[config.mk]
export PLATFORM = sky130hd
export DESIGN_NAME = uart_rx_frame
export DESIGN_NICKNAME = d
export VERILOG_FILES = /design/src/rtl/uart_rx_frame.sv
export SDC_FILE = /design/constraint.sdc
export NUM_CORES = 1
export LEC_CHECK = 0
export CAP_MARGIN = 10
export CORE_UTILIZATION = 30
export CTS_BUF_LIST = sky130_fd_sc_hd__clkbuf_16
export DETAILED_ROUTE_END_ITERATION = 8
export PLACE_DENSITY = 0.5
export SLEW_MARGIN = 20
export SYNTH_ARGS = -nofsm -noshare
export SYNTH_HDL_FRONTEND = slang
export SYNTH_SLANG_ARGS = --single-unit
export TNS_END_PERCENT = 100
[constraint.sdc]
create_clock -name clk -period 3.1 [get_ports clk]
set_input_delay 0.93 -clock clk [delete_from_list [all_inputs] [get_ports clk]]
set_output_delay 0.93 -clock clk [all_outputs]
set_load 0.1 [all_outputs]
[src/rtl/uart_rx_frame.sv]
// uart_rx_frame: 16x-oversampled UART receiver with mid-bit sampling.
// Frames are start(0) + DATA_BITS data bits (LSB first) + stop(1). Each
// received byte goes into a valid/ready holding register. The receiver flags
// framing errors and overruns with one-cycle pulses.
// Optional feature: define UART_RX_PARITY_EN to expect an even parity bit
// between the data and the stop bit.
module uart_rx_frame #(
  parameter int OS_DIV    = 326,
  parameter int DATA_BITS = 8
) (
  input  logic                 clk,
  input  logic                 rst_n,
  input  logic                 rx,
  output logic [DATA_BITS-1:0] rx_data,
  output logic                 rx_valid,
  input  logic                 rx_ready,
  output logic                 frame_err,
  output logic                 overrun,
  output logic                 busy
);

  localparam int DIV_W = (OS_DIV > 2) ? $clog2(OS_DIV) : 1;
  localparam int BIT_W = $clog2(DATA_BITS);

  localparam logic [2:0] ST_IDLE   = 3'd0;
  localparam logic [2:0] ST_START  = 3'd1;
  localparam logic [2:0] ST_DATA   = 3'd2;
  localparam logic [2:0] ST_STOP   = 3'd3;
  localparam logic [2:0] ST_WAIT   = 3'd4;
`ifdef UART_RX_PARITY_EN
  localparam logic [2:0] ST_PARITY = 3'd5;
`endif

  logic                 rx_meta_q, rx_s_q;
  logic [DIV_W-1:0]     div_q;
  logic                 os_tick;
  logic [2:0]           state_q, state_d;
  logic [3:0]           smp_q, smp_d;
  logic [BIT_W-1:0]     bitn_q, bitn_d;
  logic [DATA_BITS-1:0] shreg_q, shreg_d;
  logic [DATA_BITS-1:0] data_q, data_d;
  logic                 valid_q, valid_d;
  logic                 fe_q, fe_d;
  logic                 ovr_q, ovr_d;
  logic                 deliver;
  logic                 par_bad;

`ifdef UART_RX_PARITY_EN
  logic                 par_q, par_d;
  // Even parity: data bits plus the parity bit must hold an even number of ones.
  assign par_bad = ^{shreg_q, par_q};
`else
  assign par_bad = 1'b0;
`endif

  // Two-flop synchronizer for the asynchronous line; idles high.
  always_ff @(posedge clk or negedge rst_n) begin
    if (!rst_n) begin
      rx_meta_q <= 1'b1;
      rx_s_q    <= 1'b1;
    end else begin
      rx_meta_q <= rx;
      rx_s_q    <= rx_meta_q;
    end
  end

  // Free-running oversample divider. It ticks once every OS_DIV clocks.
  always_ff @(posedge clk or negedge rst_n) begin
    if (!rst_n)                              div_q <= '0;
    else if (div_q == DIV_W'(OS_DIV - 1))    div_q <= '0;
    else                                     div_q <= div_q + 1'b1;
  end

  assign os_tick = (div_q == DIV_W'(OS_DIV - 1));

  // Frame FSM. It advances only on oversample ticks. START waits 8 ticks so it
  // lands mid start bit, and later bits are sampled every 16 ticks after that.
  always_comb begin
    state_d = state_q;
    smp_d   = smp_q;
    bitn_d  = bitn_q;
    shreg_d = shreg_q;
    fe_d    = 1'b0;
    deliver = 1'b0;
`ifdef UART_RX_PARITY_EN
    par_d   = par_q;
`endif
    if (os_tick) begin
      case (state_q)
        ST_IDLE: begin
          if (!rx_s_q) begin
            state_d = ST_START;
            smp_d   = 4'd0;
          end
        end
        ST_START: begin
          if (smp_q == 4'd7) begin
            if (!rx_s_q) begin
              state_d = ST_DATA;
              smp_d   = 4'd0;
              bitn_d  = '0;
            end else begin
              state_d = ST_IDLE;   // runt low pulse: ignore silently
            end
          end else begin
            smp_d = smp_q + 4'd1;
          end
        end
        ST_DATA: begin
          if (smp_q == 4'd15) begin
            smp_d   = 4'd0;
            shreg_d = {rx_s_q, shreg_q[DATA_BITS-1:1]};
            if (bitn_q == BIT_W'(DATA_BITS - 1)) begin
`ifdef UART_RX_PARITY_EN
              state_d = ST_PARITY;
`else
              state_d = ST_STOP;
`endif
            end else begin
              bitn_d = bitn_q + 1'b1;
            end
          end else begin
            smp_d = smp_q + 4'd1;
          end
        end
`ifdef UART_RX_PARITY_EN
        ST_PARITY: begin
          if (smp_q == 4'd15) begin
            smp_d   = 4'd0;
            par_d   = rx_s_q;
            state_d = ST_STOP;
          end else begin
            smp_d = smp_q + 4'd1;
          end
        end
`endif
        ST_STOP: begin
          if (smp_q == 4'd15) begin
            smp_d = 4'd0;
            if (!rx_s_q) begin
              fe_d    = 1'b1;      // a held-low line (break) gives one error, then waits
              state_d = ST_WAIT;
            end else if (par_bad) begin
              fe_d    = 1'b1;
              state_d = ST_IDLE;
            end else begin
              deliver = 1'b1;
              state_d = ST_IDLE;
            end
          end else begin
            smp_d = smp_q + 4'd1;
          end
        end
        ST_WAIT: begin
          if (rx_s_q) state_d = ST_IDLE;
        end
        default: state_d = ST_IDLE;
      endcase
    end
  end

  // Holding register. A delivery on the same cycle as a consume keeps
  // rx_valid high and is not an overrun.
  always_comb begin
    data_d  = data_q;
    valid_d = valid_q;
    ovr_d   = 1'b0;
    if (deliver) begin
      data_d  = shreg_q;
      valid_d = 1'b1;
      ovr_d   = valid_q & ~rx_ready;
    end else if (valid_q && rx_ready) begin
      valid_d = 1'b0;
    end
  end

  // State, counters and output registers.
  always_ff @(posedge clk or negedge rst_n) begin
    if (!rst_n) begin
      state_q <= ST_IDLE;
      smp_q   <= 4'd0;
      bitn_q  <= '0;
      shreg_q <= '0;
      data_q  <= '0;
      valid_q <= 1'b0;
      fe_q    <= 1'b0;
      ovr_q   <= 1'b0;
`ifdef UART_RX_PARITY_EN
      par_q   <= 1'b0;
`endif
    end else begin
      state_q <= state_d;
      smp_q   <= smp_d;
      bitn_q  <= bitn_d;
      shreg_q <= shreg_d;
      data_q  <= data_d;
      valid_q <= valid_d;
      fe_q    <= fe_d;
      ovr_q   <= ovr_d;
`ifdef UART_RX_PARITY_EN
      par_q   <= par_d;
`endif
    end
  end

  assign rx_data   = data_q;
  assign rx_valid  = valid_q;
  assign frame_err = fe_q;
  assign overrun   = ovr_q;
  assign busy      = (state_q != ST_IDLE);

endmodule

==> flow_metrics.env <==
export IMPL_outcome="complete, no violations"
export IMPL_dieArea_sq_um=6500
export IMPL_clock_root_buffer="clkbuf_16"
export IMPL_synth_edf_count=0
export IMPL_worstMarginPinSlew_ns=0.865
export IMPL_grt_setup_unrepaired="false"
export IMPL_drt_iter0_drc=70
export IMPL_worstRegToRegCells=5
export IMPL_period_minus_slack_ns=2.38
export IMPL_report_final_slew_viol_count=0
export IMPL_fin_tns_setup_ns=0
export IMPL_worst_setup_path_end_kind="output pin"
export IMPL_clockPowerShare_pct=47.4
export IMPL_yosys_warnings=0
export IMPL_num_rows=28
export IMPL_seqCellArea_sq_um=1000
export IMPL_final_cell_mix="dfrtp_1, mux2_2, nor2_1"
export IMPL_grt_first_pass_wirelength_mm=5.82
export IMPL_syn_inst=159
export IMPL_path_clk_slew_ns=0.06
export IMPL_crit_required_ns=2.17
export IMPL_p_comb_share_pct=1.3
export IMPL_first_global_vias=1252
export IMPL_p_int_uw=822
export IMPL_syn2layout_area_growth_pct=17.9
export IMPL_avgSynthCellArea_sq_um=11.7
export IMPL_power_switching_uw=206
export IMPL_gp_congestion=0.746
export IMPL_port_buffers=15
export IMPL_path_max_fanout=13
export IMPL_whs_path_depth=0
export IMPL_nNetsFinal=185
export IMPL_ant_nets=0
export IMPL_fmax_mhz=421
export IMPL_fin_hold_ws_ns=0.356
export IMPL_switching_share_pct=20.0
export IMPL_hp_class="flop to flop"
export IMPL_r2r_start="div_q[3]"
export IMPL_cts_tree="done"
export IMPL_min_from="rx_meta_q"
export IMPL_viasPerCell=4.94
export IMPL_final_cells=252
export IMPL_grt_antenna_before_repair=0
export IMPL_initial_core_util_pct=31.2
export IMPL_maxCapViolations=0
export IMPL_path_class="flop to output pin"
export IMPL_reg2reg_to="state_q[1]"
export IMPL_wl_per_cell_um=13.5
export IMPL_setup_viol=0
export IMPL_ys_seq_elements=40
export IMPL_p_per_area_nw_per_um2=470
export IMPL_dp_cells=244
export IMPL_wl_mm=3.41
export IMPL_p_leak_uw=0.00102
export IMPL_synthArstFlopShare_pct=100
export IMPL_clock_latency_ns=0.28
export IMPL_grt_usage_pct=12.1
export IMPL_synth_flop_cell="dfrtp_1"
export IMPL_fp_dieH_um=80.6
export IMPL_cts_sinks=40
export IMPL_cts_buffers=5
export IMPL_num_antenna_cells=0
export IMPL_p_seq_share_pct=51.3
export IMPL_finish_utilization_pct=36.7
export IMPL_drive_gt1_share_pct=27.1
export IMPL_core_sq_um=5960
export IMPL_die_w_um=80.6
export IMPL_drc_errors=0
export IMPL_clock_skew_ns=0.00713
export IMPL_final_period_utilization_pct=76.6
export IMPL_grt_max_degree=41
export IMPL_slew_headroom_pct=42.4
export IMPL_hold_viol=0
export IMPL_yosysUniqueCellTypes=41
export IMPL_cts_resized=0
export IMPL_holdBufCountCts=0
export IMPL_first_pass_iters=4
export IMPL_clockBufferDepth=2
export IMPL_vias=1246
export IMPL_grt_overflow=0
export IMPL_syn_area_sq_um=1860
export IMPL_cp_start_kind="flop"
export IMPL_htree_levels=2
export IMPL_num_io_pins=16
export IMPL_nFillCells=594
export IMPL_ir_drop_v=0.000374
export IMPL_reg2reg_slack_ns=0.83
export IMPL_hpwl_mm=2.34
export IMPL_synthesis_nets=168
export IMPL_mostFrequentLayoutCell="dfrtp_1"
export IMPL_arrival_ns=1.45
export IMPL_ys_seq_area_share_pct=54.1
export IMPL_post_cts_setup_buffers=0
export IMPL_multi_input_area_sq_um=818
export IMPL_worstHoldEndpoint="rx_s_q"
[routing by layer]
layer	global-route usage, %	up-vias	share of wire [%]
met1	14.6	619	47
met2	19.7	27	48
met4	5.54	0	1.7
li1	-	594	-
met3	3.75	6	3.8
met5	0	-	0
[area by class of cell]
cell class,instances,area share [%]
Clock inverter,3,0.744
Multi-Input combinational cell,110,37.4
Sequential cell,40,45.9
Clock buffer,5,5.72
Inverter,4,0.686
Tap cell,75,4.29
Timing Repair Buffer,15,5.26
[through the flow]
| stage | total power (uW) | worst slack [ns] | area, sq um |
|---|---|---|---|
| final | 1030 | 0.725 | 2190 |
| after global routing | 1060 | 0.642 | 2190 |
| after CTS | 1040 | 0.725 | 2190 |
| after detailed placement | 551 | 0.873 | 2050 |
| after global placement | 551 | 0.932 | 2050 |
| after floorplan | 537 | 0.647 | 1860 |
[worst max-delay path by stage]
stage               start    endpoint  slack (ns)  depth (start not counted)
3_3_place_gp     div_q[3]  state_q[0]        0.93                          5
5_1_grt        state_q[0]        busy        0.64                          2
4_1_cts        state_q[0]        busy        0.73                          2
6_report       state_q[2]        busy        0.72                          2
3_5_place_dp     div_q[3]  state_q[1]        0.87                          5
2_1_floorplan  state_q[0]        busy        0.65                          3
[synthesized netlist by cell type (all sizes together), types with 2 or more instances]
| cell type | instances | area, sq um |
|---|---|---|
| a21oi | 5 | 25.0 |
| a22o | 2 | 17.5 |
| and3 | 2 | 12.5 |
| clkbuf | 5 | 18.8 |
| dfrtp | 38 | 951 |
| dfstp | 2 | 52.6 |
| ha | 5 | 62.6 |
| inv | 4 | 15.0 |
| mux2 | 20 | 229 |
| nand2 | 12 | 45.0 |
| nand2b | 3 | 18.8 |
| nand3 | 6 | 30.0 |
| nand3b | 2 | 18.8 |
| nor2 | 14 | 60.1 |
| nor3 | 3 | 15.0 |
| nor3b | 2 | 15.0 |
| nor4 | 2 | 12.5 |
| o21ai | 6 | 30.0 |
| or3 | 4 | 30.0 |
| xnor2 | 4 | 35.0 |
| xor2 | 3 | 26.3 |
[critical path: stages, from the launching register on]
cell and delay [ns]:
dfrtp_1 0.52, or3_1 0.42, buf_4 0.24
[state kept, by name (all words and copies together) (netlist names)]
name       cells
state_q        3
rx_meta_q      1
overrun        1
rx_s_q         1
frame_err      1
rx_data        8
smp_q          4
rx_valid       1
shreg_q        8
bitn_q         3
div_q          9
[cells by family (layout without fill, tap and decap cells)]
| logic type | count (synthesis) | in the layout | synth area share [%] |
|---|---|---|---|
| buffers and inverters | 9 | 27 | 1.82 |
| muxes | 21 | 21 | 12.9 |
| adders and majority gates | 5 | 5 | 3.37 |
| and+or+nand+nor | 55 | 55 | 16.6 |
| xor gates and xnor gates | 7 | 7 | 3.30 |
| AOI/OAI and AO/OA | 22 | 22 | 7.96 |
| DFF | 40 | 40 | 54.1 |
[power groups by stage]
stage | Clock (uW) | Sequential (uW) | Combinational [uW]
global placement | 0 | 536 | 14.5
CTS | 498 | 527 | 14.9
floorplan | 0 | 534 | 2.88
detailed placement | 0 | 536 | 15.1
global route | 520 | 527 | 16.4
finish | 487 | 527 | 13.7
Power figures use the tool's default switching activity.
